===== src/rtl/stack_seq_pkg.sv =====
// ============================================================================
//  stack_seq_pkg : token op codes, FSM state encoding and op-class helper
//  Revision      : 1.0
// ============================================================================
`default_nettype none

package stack_seq_pkg;

  localparam logic [2:0] OP_PUSH = 3'd0;
  localparam logic [2:0] OP_POP  = 3'd1;
  localparam logic [2:0] OP_ADD  = 3'd2;
  localparam logic [2:0] OP_SUB  = 3'd3;
  localparam logic [2:0] OP_AND  = 3'd4;
  localparam logic [2:0] OP_OR   = 3'd5;
  localparam logic [2:0] OP_XOR  = 3'd6;
  localparam logic [2:0] OP_DUP  = 3'd7;

  typedef enum logic [1:0] {
    ST_IDLE   = 2'd0,
    ST_POP_A  = 2'd1,
    ST_POP_B  = 2'd2,
    ST_PUSH_R = 2'd3
  } state_t;

  function automatic logic is_alu_op(input logic [2:0] op);
    return (op >= OP_ADD) && (op <= OP_XOR);
  endfunction

endpackage

`default_nettype wire


===== src/rtl/stack_alu.sv =====
// ============================================================================
//  stack_alu : combinational binary operator, a = second entry, b = top entry
//  Revision  : 1.0
// ============================================================================
`default_nettype none

module stack_alu
  import stack_seq_pkg::*;
#(
  parameter int W = 16
) (
  input  logic [2:0]   op_i,
  input  logic [W-1:0] a_i,
  input  logic [W-1:0] b_i,
  output logic [W-1:0] y_o
);

  always_comb begin
    y_o = '0;
    case (op_i)
      OP_ADD:  y_o = a_i + b_i;
      OP_SUB:  y_o = a_i - b_i;
      OP_AND:  y_o = a_i & b_i;
      OP_OR:   y_o = a_i | b_i;
      OP_XOR:  y_o = a_i ^ b_i;
      default: y_o = '0;
    endcase
  end

endmodule

`default_nettype wire


===== src/rtl/stack_seq.sv =====
// ============================================================================
//  stack_seq : RPN token sequencer driving a load/push/pop hardware stack
//  Revision  : 1.0
// ============================================================================
`default_nettype none

module stack_seq
  import stack_seq_pkg::*;
#(
  parameter int W     = 16,
  parameter int DEPTH = 8,
  parameter int DW    = 4
) (
  input  logic          clk,
  input  logic          reset,
  input  logic          in_valid,
  output logic          in_ready,
  input  logic [2:0]    in_op,
  input  logic [W-1:0]  in_data,
  output logic          stk_load,
  output logic          stk_push,
  output logic          stk_pop,
  output logic [W-1:0]  stk_d,
  input  logic [W-1:0]  stk_qtop,
  input  logic [W-1:0]  stk_qnext,
  output logic [DW-1:0] depth,
  output logic          done,
  output logic          err
);

  localparam logic [DW-1:0] C_FULL = DW'(DEPTH);

  state_t        state_q, state_d;
  logic [W-1:0]  res_q, res_d;
  logic          alu_q, alu_d;
  logic [DW-1:0] depth_q, depth_d;
  logic          err_q, err_d;
  logic          done_q, done_d;

  logic [W-1:0]  alu_y;
  logic          accept;
  logic          bad_tok;

  stack_alu #(.W(W)) u_alu (
    .op_i (in_op),
    .a_i  (stk_qnext),
    .b_i  (stk_qtop),
    .y_o  (alu_y)
  );

  assign in_ready = (state_q == ST_IDLE);
  assign accept   = in_valid & in_ready;

  // Boundary check is made against the depth seen at accept time.
  always_comb begin
    bad_tok = 1'b0;
    case (in_op)
      OP_PUSH: bad_tok = (depth_q == C_FULL);
      OP_DUP:  bad_tok = (depth_q == C_FULL) || (depth_q == '0);
      OP_POP:  bad_tok = (depth_q == '0);
      default: bad_tok = is_alu_op(in_op) && (depth_q < DW'(2));
    endcase
  end

  always_comb begin
    state_d  = state_q;
    res_d    = res_q;
    alu_d    = alu_q;
    depth_d  = depth_q;
    err_d    = err_q;
    done_d   = 1'b0;
    stk_load = 1'b0;
    stk_push = 1'b0;
    stk_pop  = 1'b0;
    case (state_q)
      ST_IDLE: begin
        if (accept) begin
          if (bad_tok) begin
            err_d  = 1'b1;
            done_d = 1'b1;
          end else begin
            case (in_op)
              OP_PUSH: begin
                res_d   = in_data;
                state_d = ST_PUSH_R;
              end
              OP_DUP: begin
                res_d   = stk_qtop;
                state_d = ST_PUSH_R;
              end
              OP_POP: begin
                alu_d   = 1'b0;
                state_d = ST_POP_B;
              end
              default: begin
                res_d   = alu_y;
                alu_d   = 1'b1;
                state_d = ST_POP_A;
              end
            endcase
          end
        end
      end
      ST_POP_A: begin
        stk_pop = 1'b1;
        depth_d = depth_q - DW'(1);
        state_d = ST_POP_B;
      end
      ST_POP_B: begin
        stk_pop = 1'b1;
        depth_d = depth_q - DW'(1);
        if (alu_q) begin
          state_d = ST_PUSH_R;
        end else begin
          state_d = ST_IDLE;
          done_d  = 1'b1;
        end
      end
      ST_PUSH_R: begin
        stk_load = 1'b1;
        stk_push = 1'b1;
        depth_d  = depth_q + DW'(1);
        state_d  = ST_IDLE;
        done_d   = 1'b1;
      end
      default: state_d = ST_IDLE;
    endcase
  end

  always_ff @(posedge clk or posedge reset) begin
    if (reset) begin
      state_q <= ST_IDLE;
      res_q   <= '0;
      alu_q   <= 1'b0;
      depth_q <= '0;
      err_q   <= 1'b0;
      done_q  <= 1'b0;
    end else begin
      state_q <= state_d;
      res_q   <= res_d;
      alu_q   <= alu_d;
      depth_q <= depth_d;
      err_q   <= err_d;
      done_q  <= done_d;
    end
  end

  assign stk_d = res_q;
  assign depth = depth_q;
  assign done  = done_q;
  assign err   = err_q;

endmodule

`default_nettype wire

===== config.mk =====
export PLATFORM = sky130hd
export DESIGN_NAME = stack_seq
export DESIGN_NICKNAME = d
export VERILOG_FILES = /design/src/rtl/stack_seq_pkg.sv /design/src/rtl/stack_alu.sv /design/src/rtl/stack_seq.sv
export SDC_FILE = /design/constraint.sdc
export NUM_CORES = 1
export LEC_CHECK = 0
export ABC_AREA = 1
export CORE_AREA = 2 2 109 69
export DETAILED_ROUTE_END_ITERATION = 10
export DIE_AREA = 0 0 111 71
export PLACE_DENSITY = 0.81
export SLEW_MARGIN = 20
export SYNTH_ARGS = -nofsm -noshare
export SYNTH_HDL_FRONTEND = slang
export SYNTH_SLANG_ARGS = --single-unit

===== constraint.sdc =====
create_clock -name clk -period 2.55 [get_ports clk]
set_input_delay 0.51 -clock clk [delete_from_list [all_inputs] [get_ports clk]]
set_output_delay 0.51 -clock clk [all_outputs]
set_load 0.02 [all_outputs]

# After elaboration in Yosys (flattened, before gate mapping)
# Cells that the tools add are included.
# W data, S select, Z words.
dict set report totals {
  ff_bits 25
  romBits 0
  mem_bits_rw 0
  latchBits 0
  in_bits 54
  mem_count 0
}
dict set report op_classes {
  n_addsub 4
  n_eq_ne 13
  reduce_logical 13
  div_mod_pow 0
  n_shift 0
  n_mul 0
  muxes 16
  n_lt_le_gt_ge 3
  n_bitwise 7
}
# operator count
set op_table {}
lappend op_table {{$pmux W16 S5} 1}
lappend op_table {{$pmux W16 S3} 1}
lappend op_table {{$add A16 B16 Y16} 1}
lappend op_table {{$and A16 B16 Y16} 1}
lappend op_table {{$or A16 B16 Y16} 1}
lappend op_table {{$sub A16 B16 Y16} 1}
lappend op_table {{$xor A16 B16 Y16} 1}
lappend op_table {{$eq A3 B3 Y1 const B} 4}
lappend op_table {{$pmux W2 S4} 1}
lappend op_table {{$pmux W4 S2} 1}
lappend op_table {{$reduce_and A4 Y1} 2}
lappend op_table {{$eq A3 B2 Y1 const B} 2}
lappend op_table {{$mux W2} 3}
lappend op_table {{$pmux W1 S3} 2}
lappend op_table {{$mux W1} 5}
lappend op_table {{$add A4 B1 Y4 const B} 1}
lappend op_table {{$eq A2 B2 Y1 const B} 2}
lappend op_table {{$eq A4 B4 Y1 const B} 1}
lappend op_table {{$logic_not A4 Y1} 1}
lappend op_table {{$lt A4 B2 Y1 const B} 1}
lappend op_table {{$pmux W2 S2} 1}
lappend op_table {{$reduce_or A2 Y1} 2}
lappend op_table {{$sub A4 B1 Y4 const B} 1}
lappend op_table {{$eq A3 B1 Y1 const B} 1}
lappend op_table {{15 further kinds} 18}

# Longest topological paths before layout
dict set report depth {
  word_depth 7
  mapped_depth 24
}

# Hierarchy
# Synthesis repeated with hierarchy kept, for this count alone.
dict set report unflattened {
  hier_cells 601
  hier_area_um2 3860.0
}
# module cells_per_inst area_each_um2 n_inst
set modules_own_cells {}
lappend modules_own_cells {stack_alu 364 2119.5 1}
lappend modules_own_cells {stack_seq 237 1740.4 1}

# Worst setup path after synthesis
# Ideal clock, no wire load.
dict set report synth_timing {
  path_kind {in2reg}
  from {input stk_qtop[0]}
  to {register res_q[15] (netlist: stk_d[15])}
  setup_ns 0.113
  path_buffers 0
  arrival_ns 2.587
  path_stages 20
  setup_slack_ns -0.150
  cell_sequence {inv_1 ha_1 nand2_1 nor2_1 nand2_1 o21ai_1 o21ai_1 a21o_1 xor2_1 ha_1 nand2_1 nor2_1 and2_1 nand2_1 nand2_1 nand2_1 nand3_1 nand3_1 nand2_1 inv_1}
}
dict set report synth_between {
  elab_chain_len 3
  elab_cells_between_ends 4
  cone_classes {2 x add/sub; 2 x mux}
}
# item line
set synth_lines {}
lappend synth_lines {{start: declaration} stack_seq.sv:24} ;# input logic [W-1:0] stk_qtop,
lappend synth_lines {{$sub A16 B16 Y16 or $add A16 B16 Y16 (tied branches)} {stack_alu.sv:22, stack_alu.sv:21}}
lappend synth_lines {{$pmux W16 S5 *} stack_alu.sv:20} ;# case (op_i)
lappend synth_lines {{$pmux W16 S3 *} stack_seq.sv:82} ;# case (in_op)
lappend synth_lines {{end signal: assignment} stack_seq.sv:140} ;# res_q <= res_d;
lappend synth_lines {{end: declaration} stack_seq.sv:34} ;# logic [W-1:0] res_q, res_d;
# Mark *: on every way between the ends. The rest lies on a longest branch, timed or not.
# A chain may end at the register's enable or synchronous reset.

# Worst setup path in the final report
dict set report layout_timing {
  from {input stk_qtop[1]}
  to {register res_q[14] (netlist: stk_d[14])}
}
# The elaborated chain is that of the path after synthesis.

==> results_dict.tcl <==
set metrics [dict create \
    status "complete, but fails checks" \
    failed_checks "setup timing" \
    mappedNetlistNets 643 \
    root_buffer "clkbuf_16" \
    synth_cell_types 44 \
    drt-initial-drc-count 379 \
    power_mw 3.35 \
    wl_per_cell_um 17.4 \
    clk_latency_ps 260 \
    synth_flop_cell "dfrtp_1" \
    slew_viol_final 0 \
    pin_count 80 \
    hold_violations 0 \
    cts_buffer_depth 2 \
    switchingPower_mw 1.53 \
    fmax_mhz 364 \
    peakVddDrop_mv 0.442 \
    pwr-share-clk_pct 10.8 \
    crit_required_ps 2720 \
    min_period_ps 2750 \
    critPathMaxFanout 3 \
    dieArea_um2 7880 \
    setup_viol 10 \
    htree_levels 1 \
    critPathSlowestCell "ha_1" \
    drive_gt1_share_pct 28.8 \
    cp_top_family "compound AO/OA/AOI/OAI gates" \
    antenna_found_initial 0 \
    syn_inst 532 \
    grt_use_met1_pct 39.4 \
    power.share.combinational_pct 67.1 \
    syn2layout_area_growth_pct 57.1 \
    finalNetCount 806 \
    viasPerCell 5.66 \
    port_buffers 79 \
    cp.arrival_ps 2920 \
    first_global_vias 4137 \
    seqPwrFrac_pct 22.1 \
    dp_hpwl_um 9590 \
    ys_seq_area_share_pct 17.9 \
    cts_made_buffers 3 \
    gp_congestion 1.01 \
    fin_util_pct 79.0 \
    row_count 24 \
    path_class "in -> reg" \
    drc 0 \
    routed_wl_um 13700 \
    synth.ff_latch_count 25 \
    p_int_mw 1.82 \
    yosysWarnings 0 \
    power_leakage_nw 2.75 \
    syn_avg_cell_area_um2 6.55 \
    cap_violations 0 \
    crit_path_cell_trace "buf_8 > inv_4 > ha_4 > nand2_4 > nor2_4 > nand2_2 > o21ai_4 > o21ai_2 > a21o_1 > xor2_1 > ha_1 > buf_6 > nand2_2 > o21ai_2 > a21oi_2 > nand3_1 > nand3_2 > nand3_2 > nand2_1 > inv_1" \
    clock_sinks 25 \
    hp-class "reg -> reg" \
    fp.dieW_um 111 \
    synth-edff-count 0 \
    end_kind "flip-flop" \
    grt_util_met2_pct 54.1 \
    crit_path_start_kind "input pin" \
    cts_tree "built" \
    rsz0062_at_grt "yes" \
    grt_overflow_total 0 \
    swShare_pct 45.6 \
    initial_utilization_pct 50.3 \
    grtUsageTotal_pct 30.6 \
    critPathMaxStageDelay_ps 370 \
    grt_use_met3_pct 4.37 \
    num_vias 4446 \
    grt_max_degree 26 \
    fin_tns_setup_ps -769 \
    crit_buf_inv 4 \
    grt_pass1_wl_um 19400 \
    n_fill_cell 477 \
    fin_crit_sh_pct 108 \
    setup_slack_ps -201 \
    core-area_um2 6940 \
    n_antenna_cell 0 \
    ant_nets 0 \
    slew_headroom_pct 55.4 \
    syn_area_um2 3490 \
    p_per_area_nw_per_um2 611 \
    die_y_um 71 \
    path_clk_slew_ps 70 \
    top_usage_layer "met2" \
    holdBufCountCts 0 \
    async_flop_share_pct 100 \
    worst_pin_slew_ps 669 \
    drt_first_pass_iters 5 \
    skew_ps 5.18 \
]
state kept, by name, indices dropped and copies added (netlist names):
name     count
alu_q        1
err          1
depth        4
state_q      2
stk_d       16
done         1
what timing repair did:
item / in CTS / in global routing
endpoints found under the setup margin: 14 / 14
pin swaps: 22 / 55
buffers inserted: 9 / 7
endpoints found under the hold margin: 0 / 0
gates resized for setup: 53 / 85
worst reg2reg max path, cell delays in order (launching register included):
cell	delay, ps
dfrtp_1	420
ha_1	310
inv_1	150
ha_1	320
a21o_1	160
a21oi_1	190
nor2_1	60
nor2_1	90
nand2_1	70
xor2_1	140
per-stage QoR:
step	cell area [um^2]	hold slack, ps	std cells	setup WS [ps]
after global routing	5480	509	785	-358
after detailed placement	4920	457	765	-856
after floorplan	3520	520	532	-48.1
final	5480	470	785	-201
after CTS	5150	472	778	-153
after global placement	4920	447	765	-712
path summary, 6_finish.rpt:
kind / endpoint / slack [ps] / from / cells after the start
worst max-delay path: stk_d[14]$_DFFE_PP0P_ / -200 / stk_qtop[1] / 20
worst min-delay path: err$_DFFE_PP0P_ / 470 / err$_DFFE_PP0P_ / 2
worst max register to register: depth[3]$_DFFE_PP0P_ / 560 / state_q[0]$_DFFE_PP0P_ / 9
worst min register to register: err$_DFFE_PP0P_ / 470 / err$_DFFE_PP0P_ / 2
max in group asynchronous: stk_d[4]$_DFFE_PP0P_ / 1680 / reset / 3
min in group asynchronous: depth[0]$_DFFE_PP0P_ / 610 / reset / 3
routing by layer:
layer | vias up | part of all wire (%)
met3 | 71 | 8.3
met5 | - | 0
met1 | 2057 | 40
met4 | 0 | 5.1
li1 | 2043 | -
met2 | 275 | 47
synthesized netlist by cell type (6+ instances only):
cell	instances	area, um^2
inv_1	77	289
o21ai_0	28	140
nor2_1	69	259
xor2_1	14	123
nand2_1	132	495
a221oi_1	6	52.6
a21oi_1	28	140
dfrtp_1	25	626
nand3_1	25	125
o211ai_1	6	45.0
ha_1	55	688
power groups by stage:
| stage | clock [mW] | sequential [mW] | combinational (mW) |
|---|---|---|---|
| floorplan | 0 | 0.894 | 0.957 |
| global route | 0.372 | 0.748 | 2.42 |
| CTS | 0.364 | 0.728 | 2.05 |
| global placement | 0 | 0.721 | 1.92 |
| finish | 0.362 | 0.739 | 2.24 |
| detailed placement | 0 | 0.730 | 2.00 |
area by class of cell:
type | instances | area [um^2] | share of cell area, %
clock buffers | 4 | 78.8 | 1.44
multi-input cells | 415 | 2870 | 52.4
flip-flops and latches | 25 | 626 | 11.4
repair buffers | 169 | 1470 | 26.9
well taps | 91 | 114 | 2.08
inverters | 81 | 313 | 5.71
layout by cell type (no fill, tap or decap), types with 4 or more instances in the layout:
cell type          n
a21oi_1           11
a21oi_2           15
a221oi_1           6
buf_4             86
clkbuf_2           5
clkdlybuf4s50_1   67
dfrtp_1           25
ha_1              49
ha_4               4
inv_1             71
inv_2              6
nand2_1          114
nand2_2           15
nand2_4            4
nand3_1           14
nand3_2           12
nand4_1            4
nor2_1            56
nor2_2             7
nor2_4             8
nor3_1             5
o211ai_1           6
o21ai_0           20
o21ai_1            5
o21ai_2            4
or2_2              4
xor2_1            14
logic make-up after synthesis:
| group | after synthesis | synth area share (%) |
|---|---|---|
| and+or+nand+nor | 253 | 30.6 |
| buffers and inverters | 92 | 10.8 |
| AOI/OAI and AO/OA | 88 | 15.4 |
| adders and majority gates | 57 | 20.9 |
| DFF | 25 | 17.9 |
| xor gates and xnor gates | 16 | 4.02 |
| muxes | 1 | 0.323 |
(Power assumes the default switching activity.)
